[src/rtl/counter_sequencer.sv]
// Command sequencer for the 4-bit up/down/up-by-3/load counter, with a small command FIFO.
// Latency: a command pushed into an empty FIFO drives enable_ one cycle after its push edge.
// Backpressure: cmd_ready drops while the FIFO is full; a push attempted while full is ignored.

// Command FIFO: single clock, push/pop in the same cycle, synchronous flush.
// Latency: head entry is visible the cycle after the push edge.
// Backpressure: o_full blocks pushes; a pop while empty is ignored.
module counter_seq_fifo #(
    parameter int WIDTH = 8,
    parameter int DEPTH = 4
) (
    input  logic             clk,
    input  logic             rst,
    input  logic             i_flush,
    input  logic             i_push_vld,
    input  logic [WIDTH-1:0] i_push_dat,
    input  logic             i_pop,
    output logic [WIDTH-1:0] o_head_dat,
    output logic             o_empty,
    output logic             o_full
);
    localparam int AW = $clog2(DEPTH);
    localparam logic [AW:0] FULL_CNT = (AW+1)'(DEPTH);

    logic [WIDTH-1:0] r_mem [DEPTH];
    logic [AW-1:0]    r_wr_ptr;
    logic [AW-1:0]    r_rd_ptr;
    logic [AW:0]      r_count;
    logic             w_push;
    logic             w_pop;

    assign o_empty    = (r_count == '0);
    assign o_full     = (r_count == FULL_CNT);
    assign w_push     = i_push_vld & ~o_full & ~i_flush;
    assign w_pop      = i_pop & ~o_empty & ~i_flush;
    assign o_head_dat = r_mem[r_rd_ptr];

    // Storage write; contents need no reset since count gates visibility.
    always_ff @(posedge clk) begin
        if (w_push) begin
            r_mem[r_wr_ptr] <= i_push_dat;
        end
    end

    // Pointer and occupancy bookkeeping; flush empties the queue in one edge.
    always_ff @(posedge clk or posedge rst) begin
        if (rst) begin
            r_wr_ptr <= '0;
            r_rd_ptr <= '0;
            r_count  <= '0;
        end else if (i_flush) begin
            r_wr_ptr <= '0;
            r_rd_ptr <= '0;
            r_count  <= '0;
        end else begin
            if (w_push) r_wr_ptr <= r_wr_ptr + 1'b1;
            if (w_pop)  r_rd_ptr <= r_rd_ptr + 1'b1;
            if (w_push && !w_pop)      r_count <= r_count + 1'b1;
            else if (w_pop && !w_push) r_count <= r_count - 1'b1;
        end
    end
endmodule

module counter_sequencer #(
    parameter int DEPTH = 4,
    parameter int LEN_W = 4
) (
    input  logic             clk,
    input  logic             reset,
    input  logic             cmd_valid,
    output logic             cmd_ready,
    input  logic [1:0]       cmd_mode,
    input  logic [3:0]       cmd_data,
    input  logic [LEN_W-1:0] cmd_len,
    input  logic             cmd_stop,
    input  logic             abort,
    input  logic             rco_,
    output logic             enable_,
    output logic [1:0]       mode_,
    output logic [3:0]       D_,
    output logic             busy,
    output logic             done,
    output logic [7:0]       rco_cnt
);
    typedef struct packed {
        logic [1:0]       mode;
        logic [3:0]       data;
        logic [LEN_W-1:0] len;
        logic             stop;
    } cmd_t;

    typedef enum logic {S_IDLE = 1'b0, S_RUN = 1'b1} state_t;

    localparam logic [1:0] MODE_LOAD = 2'b11;

    cmd_t             w_push_cmd;
    cmd_t             w_head;
    logic             w_empty;
    logic             w_full;
    logic             w_pop;
    logic             w_start;
    logic             w_cmd_end;

    state_t           r_state;
    state_t           w_state_nxt;
    logic             r_enable;
    logic             w_enable_nxt;
    logic [1:0]       r_mode;
    logic [1:0]       w_mode_nxt;
    logic [3:0]       r_data;
    logic [3:0]       w_data_nxt;
    logic [LEN_W-1:0] r_remain;
    logic [LEN_W-1:0] w_remain_nxt;
    logic             r_stop;
    logic             w_stop_nxt;
    logic             r_done;
    logic             w_done_nxt;
    logic [7:0]       r_rco_cnt;

    assign w_push_cmd = '{mode: cmd_mode, data: cmd_data, len: cmd_len, stop: cmd_stop};

    counter_seq_fifo #(
        .WIDTH ($bits(cmd_t)),
        .DEPTH (DEPTH)
    ) u_fifo (
        .clk        (clk),
        .rst        (reset),
        .i_flush    (abort),
        .i_push_vld (cmd_valid),
        .i_push_dat (w_push_cmd),
        .i_pop      (w_pop),
        .o_head_dat (w_head),
        .o_empty    (w_empty),
        .o_full     (w_full)
    );

    // rco_ is one cycle late, so a stop-on-rco end lets the counter take one extra step.
    assign w_cmd_end = (r_remain == '0) | (r_stop & rco_);

    assign cmd_ready = ~w_full;
    assign enable_   = r_enable;
    assign mode_     = r_mode;
    assign D_        = r_data;
    assign busy      = (r_state == S_RUN);
    assign done      = r_done;
    assign rco_cnt   = r_rco_cnt;

    // State and registered outputs; abort wins over every other event.
    always_ff @(posedge clk or posedge reset) begin
        if (reset) begin
            r_state   <= S_IDLE;
            r_enable  <= 1'b0;
            r_mode    <= 2'b00;
            r_data    <= 4'h0;
            r_remain  <= '0;
            r_stop    <= 1'b0;
            r_done    <= 1'b0;
            r_rco_cnt <= 8'h00;
        end else begin
            r_state  <= w_state_nxt;
            r_enable <= w_enable_nxt;
            r_mode   <= w_mode_nxt;
            r_data   <= w_data_nxt;
            r_remain <= w_remain_nxt;
            r_stop   <= w_stop_nxt;
            r_done   <= w_done_nxt;
            if (abort) begin
                r_rco_cnt <= 8'h00;
            end else if (rco_ && r_enable && (r_rco_cnt != 8'hFF)) begin
                r_rco_cnt <= r_rco_cnt + 8'h01;
            end
        end
    end

    // Next state: leave IDLE when work is queued, return once the queue runs dry.
    always_comb begin
        w_state_nxt = r_state;
        if (abort) begin
            w_state_nxt = S_IDLE;
        end else begin
            case (r_state)
                S_IDLE:  if (!w_empty) w_state_nxt = S_RUN;
                S_RUN:   if (w_cmd_end && w_empty) w_state_nxt = S_IDLE;
                default: w_state_nxt = S_IDLE;
            endcase
        end
    end

    // Output next-values: start the head command, count down steps, or wind down.
    always_comb begin
        w_start      = 1'b0;
        w_pop        = 1'b0;
        w_enable_nxt = r_enable;
        w_mode_nxt   = r_mode;
        w_data_nxt   = r_data;
        w_remain_nxt = r_remain;
        w_stop_nxt   = r_stop;
        w_done_nxt   = 1'b0;
        if (abort) begin
            w_enable_nxt = 1'b0;
            w_mode_nxt   = 2'b00;
            w_data_nxt   = 4'h0;
            w_remain_nxt = '0;
            w_stop_nxt   = 1'b0;
        end else begin
            case (r_state)
                S_IDLE: begin
                    if (!w_empty) w_start = 1'b1;
                end
                S_RUN: begin
                    if (w_cmd_end) begin
                        if (!w_empty) begin
                            w_start = 1'b1;
                        end else begin
                            w_enable_nxt = 1'b0;
                            w_mode_nxt   = 2'b00;
                            w_data_nxt   = 4'h0;
                            w_remain_nxt = '0;
                            w_stop_nxt   = 1'b0;
                            w_done_nxt   = 1'b1;
                        end
                    end else begin
                        w_remain_nxt = r_remain - 1'b1;
                    end
                end
                default: ;
            endcase
        end
        // Back-to-back start keeps enable_ high so the counter value carries over.
        if (w_start) begin
            w_pop        = 1'b1;
            w_enable_nxt = 1'b1;
            w_mode_nxt   = w_head.mode;
            w_data_nxt   = w_head.data;
            w_remain_nxt = (w_head.mode == MODE_LOAD) ? '0 : w_head.len;
            w_stop_nxt   = w_head.stop;
        end
    end
endmodule

[config.mk]
export PLATFORM = sky130hd
export DESIGN_NAME = counter_sequencer
export DESIGN_NICKNAME = d
export VERILOG_FILES = /design/src/rtl/counter_sequencer.sv
export SDC_FILE = /design/constraint.sdc
export NUM_CORES = 1
export LEC_CHECK = 0
export CAP_MARGIN = 25
export CELL_PAD_IN_SITES_DETAIL_PLACEMENT = 0
export CELL_PAD_IN_SITES_GLOBAL_PLACEMENT = 1
export CORE_MARGIN = 10
export CORE_UTILIZATION = 47
export DETAILED_ROUTE_END_ITERATION = 6
export DONT_BUFFER_PORTS = 1
export PLACE_DENSITY = 0.73
export SYNTH_ARGS = -nofsm -noshare
export SYNTH_HDL_FRONTEND = slang
export SYNTH_SLANG_ARGS = --single-unit
[constraint.sdc]
create_clock -name clk -period 2.6 [get_ports clk]
set_clock_uncertainty 0.05 [all_clocks]
set_input_delay 0.26 -clock clk [delete_from_list [all_inputs] [get_ports clk]]
set_output_delay 0.26 -clock clk [all_outputs]
set_load 0.02 [all_outputs]
* Word level (Yosys, flattened, before mapping)
Memories as Yosys holds them, arrays and structs flattened. Index checks and enable logic that the tools add are counted. W data, S select, Z words.
Word-level totals: memories 1, word-level logic and storage cells 94, input bits 16, flip-flop bits (word level) 29, latch bits 0, ROM bits 0, RAM bits 44
Memories:
- u_fifo.r_mem | words 4, bits a word 11, read ports 1, clocked after Yosys merged registers in 0, wr ports 1, RTL line 25 | logic [WIDTH-1:0] r_mem [DEPTH];
Cells by class: equality and inequality tests 4, reductions and logical operators 18, div/mod/pow operators 0, shifts and indexed selects 0, mux-type cells 44, $lt $le $gt $ge 0, multiply operators 0, bitwise gates (word level) 10, $add $sub $neg 6
Operators by type and width (number):
- $mux W4 | 10
- $mux W1 | 18
- $mux W2 | 9
- $mux W8 | 2
- $reduce_bool A3 Y1 | 4
- $mux W3 | 3
- $add A8 B1 Y8 const B | 1
- $ne A8 B8 Y1 const B | 1
- $reduce_bool A2 Y1 | 3
- $and A1 B1 Y1 | 5
- $logic_and A1 B1 Y1 | 5
- $add A2 B1 Y2 const B | 2
- $logic_not A4 Y1 | 1
- $ne A4 B3 Y1 const B | 1
- $not A1 Y1 | 4
- $pmux W1 S2 | 2
- $sub A4 B1 Y4 const B | 1
- $add A3 B1 Y3 const B | 1
- $eq A3 B3 Y1 const B | 1
- $logic_not A3 Y1 | 1
- $reduce_and A3 Y1 | 1
- $sub A3 B1 Y3 const B | 1
- $eq A2 B2 Y1 const B | 1
- $logic_not A1 Y1 | 2
- other kinds (2) | 2

* Logic depth before layout (Yosys ltp)
depth in word-level cells 12, depth in mapped cells 11, mapped depth without buffers 10

* Modules after synthesis
From an unflattened synthesis, not the netlist that was laid out.
Second synthesis, totals: cell total of the unflattened synthesis 231, area total of the unflattened synthesis 3296.9 um^2
Modules (own cells, without submodules):
- counter_seq_fifo | area each 2158.3 um^2, times used 1, cells an instance 119, sequential area each 1496.4 um^2
- counter_sequencer | area each 1138.6 um^2, times used 1, cells an instance 112, sequential area each 550.5 um^2

* Least setup slack after synthesis
Ideal clock, no wire load.
kind register -> register, start point register r_remain[0], end point register u_fifo.r_count[2], arrival 2.297 ns, cell stages (with the launch flop) 12, path slack 0.128 ns, library setup time 0.125 ns, cells stage by stage dfrtp_1 inv_1 ha_1 or3b_1 buf_6 a21oi_4 nor3_1 fa_1 inv_1 a211oi_1 a2bb2oi_1 mux2_2
Between the ends: word-level cells in the longest chain between the ends 12, elaborated cells on any way between the ends 14, those cells by class mux (6); bitwise (3); reduce/logical (5)
Ends and longest elaborated chain:
- start: declaration | RTL line 112 | logic [LEN_W-1:0] r_remain;
- start signal: assignment | RTL line 164 | r_remain <= w_remain_nxt;
- $logic_not A4 Y1 * | RTL line 138 | assign w_cmd_end = (r_remain == '0) | (r_stop & rco_);
- $or A1 B1 Y1 * | RTL line 138
- $mux W1 * | RTL line 211 | if (w_cmd_end) begin
- $pmux W1 S2 * | RTL line 206 | case (r_state)
- $mux W1 * | RTL line 199 | if (abort) begin
- $mux W1 * | RTL line 230 | if (w_start) begin
- $and A1 B1 Y1 * (2 in series) | RTL line 35 | assign w_pop = i_pop & ~o_empty & ~i_flush;
- $logic_not A1 Y1 | RTL line 58 | if (w_push && !w_pop) r_count <= r_count + 1'b1;
- $logic_and A1 B1 Y1 | RTL line 58
- $mux W3 | RTL line 58
- $mux W3 | RTL line 51 | end else if (i_flush) begin
- end signal: assignment | RTL line 58
- end signal: assignment | RTL line 59 | else if (w_pop && !w_push) r_count <= r_count - 1'b1;
- end: declaration | RTL line 28 | logic [AW:0] r_count;
Every way passes the cells marked *; elsewhere a longest branch is shown, timed or not. A chain may end at the register's enable or synchronous reset.

* Worst setup path after layout
Same ends and word-level chain as after synthesis.

==> impl_results.rst <==
.. list-table::
   :header-rows: 1

   * - Metric
     - Value
   * - Post-layout net count
     - 260
   * - Async set-reset flop share out of synthesis
     - 39.7%
   * - Post-synthesis instance area
     - 0.00319 sq mm
   * - Maximum buffer depth of the clock tree
     - 2
   * - Area fraction of the dominant cell type after synthesis
     - 41.5%
   * - Routed wire per std cell
     - 19.7 um
   * - Period utilisation layout
     - 94.4%
   * - Number of instances on the worst hold path
     - 2
   * - Root buffer cell
     - sky130_fd_sc_hd__clkbuf_8
   * - Signed area change from the synthesized netlist to the final layout
     - 12.8%
   * - Final Hold Vio Count
     - 0
   * - Hold EP
     - u_fifo.r_wr_ptr[1]
   * - Resize count post-CTS
     - 0
   * - Most frequent standard cell in the layout excluding fill and tap cells
     - sky130_fd_sc_hd__edfxtp_1
   * - Maximum level of the CTS H-tree
     - 3
   * - Routed length on met1
     - 2470 um
   * - Number of standard cells after synthesis
     - 212
   * - Initial core utilization
     - 49.3%
   * - Clock tree from TritonCTS
     - yes
   * - Core area
     - 0.00646 sq mm
   * - Top routing layer used
     - met4
   * - Number of flops mapped to enable cells by yosys
     - 44
   * - Setup slack, reg-to-reg
     - 0.14 ns
   * - Synthesized Nets
     - 235
   * - Highest cell delay on the worst timing path
     - 0.42 ns
   * - GR Util All Layers
     - 12.8%
   * - Worst endpoint required time
     - 2.79 ns
   * - Most frequently used flop master after synthesis
     - sky130_fd_sc_hd__edfxtp_1
   * - Diodes inserted
     - 0
   * - Largest delay contributor family on the critical path
     - adder cells
   * - Area enclosed by the die boundary
     - 0.0105 sq mm
   * - CP Max Fanout
     - 3
   * - Proportion of synthesized chip area in sequential cells
     - 64.3%
   * - Most Frequent Cell on Critical Path
     - sky130_fd_sc_hd__inv_1
   * - Total of flip-flops plus latches after synthesis
     - 73
   * - Critical R2R Launch
     - r_remain[0]
   * - Sum of negative setup slack
     - 0 ns
   * - Most frequent cells in the layout
     - sky130_fd_sc_hd__edfxtp_1 (44), sky130_fd_sc_hd__dfrtp_1 (29), sky130_fd_sc_hd__dlygate4sd3_1 (13)
   * - DR vias
     - 1879
   * - Die height
     - 102 um
   * - Horizontal die dimension
     - 102 um
   * - Post-synthesis area per instance
     - 15.0 sq um
   * - First-pass GRT wire length
     - 10000 um
   * - ANT nets after route
     - 0
   * - # placed instances
     - 290
   * - Hold crit path type
     - in -> reg
   * - Final global-route overflow total
     - 0
   * - Post-detailed-route via-to-cell ratio
     - 5.89
   * - Peak clock frequency supported by timing
     - 407 MHz
   * - Total Power Consumption
     - 3.40 mW
   * - Run status
     - completed
   * - Clk slew on worst S/H paths
     - 0.08 ns
   * - Max-cap violations
     - 0
   * - Number of sinks on the clock net
     - 73
   * - Hold Worst Slack
     - 0.0127 ns
   * - Warning count from the yosys run
     - 0
   * - Floorplan row count
     - 29
   * - Top post-synthesis cells by area
     - sky130_fd_sc_hd__edfxtp_1 (41%), sky130_fd_sc_hd__dfrtp_1 (23%), sky130_fd_sc_hd__mux4_2 (7.8%)
   * - Cells on worst reg2reg path
     - 10
   * - Reg2reg end
     - u_fifo.r_count[2]
   * - Power density over the cells
     - 946 mW/mm^2
   * - Global placer's final weighted congestion
     - 0.780
   * - Largest net degree at the start of global routing
     - 30
   * - Antenna violations before repair
     - 0
   * - Count of buffers added by post-CTS timing repair for setup
     - 0
   * - I/O pin cnt
     - 34
   * - Crit path arrival time
     - 2.65 ns
   * - Post-detailed-route DRC marker count
     - 0
   * - Max stage delay cell, worst path
     - sky130_fd_sc_hd__or3b_1
   * - Routed wire length on met2
     - 3240 um
   * - Critical setup path kind
     - reg -> reg
   * - Worst-margin pin slew
     - 0.580 ns
   * - Non-Filler Instances
     - 319
   * - Number of DRC violations after detailed-routing iteration 0
     - 128
   * - Total leakage power
     - 1.34 nW
   * - Final number of max-transition violations
     - 0
   * - Final critical delay including setup and external delays
     - 2.46 ns
   * - CP endpoint kind
     - flip-flop
   * - Instance area after placement
     - 0.00330 sq mm
   * - Buf+Inv Stages, Crit Path
     - 2
   * - Inserted Clock Buffers
     - 9
   * - Post-place setup slack
     - 0.139 ns
   * - Sort of element at the start of the critical path
     - flip-flop
   * - Post-synthesis cell type with the largest combined area
     - sky130_fd_sc_hd__edfxtp_1
   * - Final setup viols
     - 0
   * - Distinct cells, synth
     - 46
   * - Total wire length
     - 6270 um
   * - Buffers on Ports
     - 0
   * - Fraction of final layout cells sized beyond drive strength 1
     - 18.2%
   * - Relative slew margins
     - 61.3%
   * - Final core utilization
     - 55.7%
   * - Metal3 WL
     - 476 um
   * - Detailed placer's ending HPWL
     - 4290 um
   * - Via count of the first global-routing pass
     - 1969
   * - Final Instance Area
     - 0.00359 sq mm
   * - Hold_sp
     - cmd_valid
   * - IR Drop Worst-Case VDD
     - 501 uV
   * - Final critical-path setup slack
     - 0.145 ns
   * - Ordered list of cells on the worst path
     - inv_1, ha_1, or3b_1, a21oi_4, nor3_1, fa_1, inv_1, a211oi_1, a2bb2oi_1, mux2_2
   * - Total iterations of the first detailed-routing run
     - 4
   * - Unrepaired setup endpoints after global routing
     - false
   * - Clock latency on the worst-skew pair
     - 0.35 ns
timing repair:
| item | CTS | global route |
|---|---|---|
| setup endpoints to repair | 0 | 0 |
| endpoints found under the hold margin | 86 | 0 |
| hold buffers | 13 | 0 |
worst reg2reg max path, stage by stage (launching register included):
cell                        delay [ns]
sky130_fd_sc_hd__dfrtp_1          0.41
sky130_fd_sc_hd__inv_1            0.09
sky130_fd_sc_hd__ha_1             0.17
sky130_fd_sc_hd__or3b_1           0.42
sky130_fd_sc_hd__a21oi_4          0.15
sky130_fd_sc_hd__nor3_1           0.07
sky130_fd_sc_hd__fa_1             0.36
sky130_fd_sc_hd__inv_1            0.08
sky130_fd_sc_hd__a211oi_1         0.05
sky130_fd_sc_hd__a2bb2oi_1        0.16
sky130_fd_sc_hd__mux2_2           0.35
flip-flops by register name (all words and copies together), names as in the netlist:
signal           cells
D_                   4
busy                 1
done                 1
enable_              1
mode_                2
r_remain             4
r_stop               1
rco_cnt              8
u_fifo.r_count       3
u_fifo.r_mem        44
u_fifo.r_rd_ptr      2
u_fifo.r_wr_ptr      2
cells by family after synthesis:
kind of cell    synth area share (%)
compound gates                  9.51
xor+xnor                        1.61
fa+ha+maj                       2.99
buf+inv                         2.83
flops                           64.3
mux                             9.51
simple gates                    9.31
synth_stat cells (2+ instances only):
library cell and count:
sky130_fd_sc_hd__edfxtp_1 44, sky130_fd_sc_hd__a2bb2oi_1 3, sky130_fd_sc_hd__nand3_1 5, sky130_fd_sc_hd__o21ai_0 7, sky130_fd_sc_hd__inv_1 11, sky130_fd_sc_hd__mux4_2 11
sky130_fd_sc_hd__a22o_1 7, sky130_fd_sc_hd__ha_1 6, sky130_fd_sc_hd__nor4b_1 2, sky130_fd_sc_hd__or3_1 5, sky130_fd_sc_hd__or3b_1 2, sky130_fd_sc_hd__nor2_1 12
sky130_fd_sc_hd__o31ai_1 2, sky130_fd_sc_hd__a211oi_1 2, sky130_fd_sc_hd__and2_1 5, sky130_fd_sc_hd__dfrtp_1 29, sky130_fd_sc_hd__xnor2_1 3, sky130_fd_sc_hd__buf_6 2
sky130_fd_sc_hd__nor2b_1 3, sky130_fd_sc_hd__mux2_1 2, sky130_fd_sc_hd__buf_2 3, sky130_fd_sc_hd__and3b_1 2, sky130_fd_sc_hd__nand2_1 9, sky130_fd_sc_hd__clkbuf_1 2
sky130_fd_sc_hd__or4_1 2, sky130_fd_sc_hd__a21oi_1 8, sky130_fd_sc_hd__nor3_1 3, sky130_fd_sc_hd__mux2_2 2
worst max path at each step:
stage	depth (start not counted)	from	endpoint
2_1_floorplan	11	r_remain[0]	u_fifo.r_count[2]
3_3_place_gp	10	r_remain[0]	u_fifo.r_count[2]
3_5_place_dp	10	r_remain[0]	u_fifo.r_count[2]
4_1_cts	10	r_remain[0]	u_fifo.r_count[2]
5_1_grt	10	r_remain[1]	u_fifo.r_count[2]
6_report	10	r_remain[0]	u_fifo.r_count[2]
final cells by class:
cell class / instances / area, sq um
Clock inverter: 5 / 32.5
Timing Repair Buffer: 22 / 198
Fill cell: 506 / 2860
Tap cell: 77 / 96.3
Multi-Input combinational cell: 120 / 1050
Sequential cell: 73 / 2050
Clock buffer: 11 / 131
Inverter: 11 / 41.3
where the power goes:
part / internal, mW / switching, mW
clock network: 0.343 / 0.411
registers: 1.40 / 0.246
logic: 0.496 / 0.505
total: 2.24 / 1.16
routing by layer:
metal,GRT usage [%],vias to the layer above
li1,-,854
met1,14.0,961
met2,21.5,55
met3,4.18,9
met4,7.27,0
met5,0,-
(Power assumes the default switching activity.)
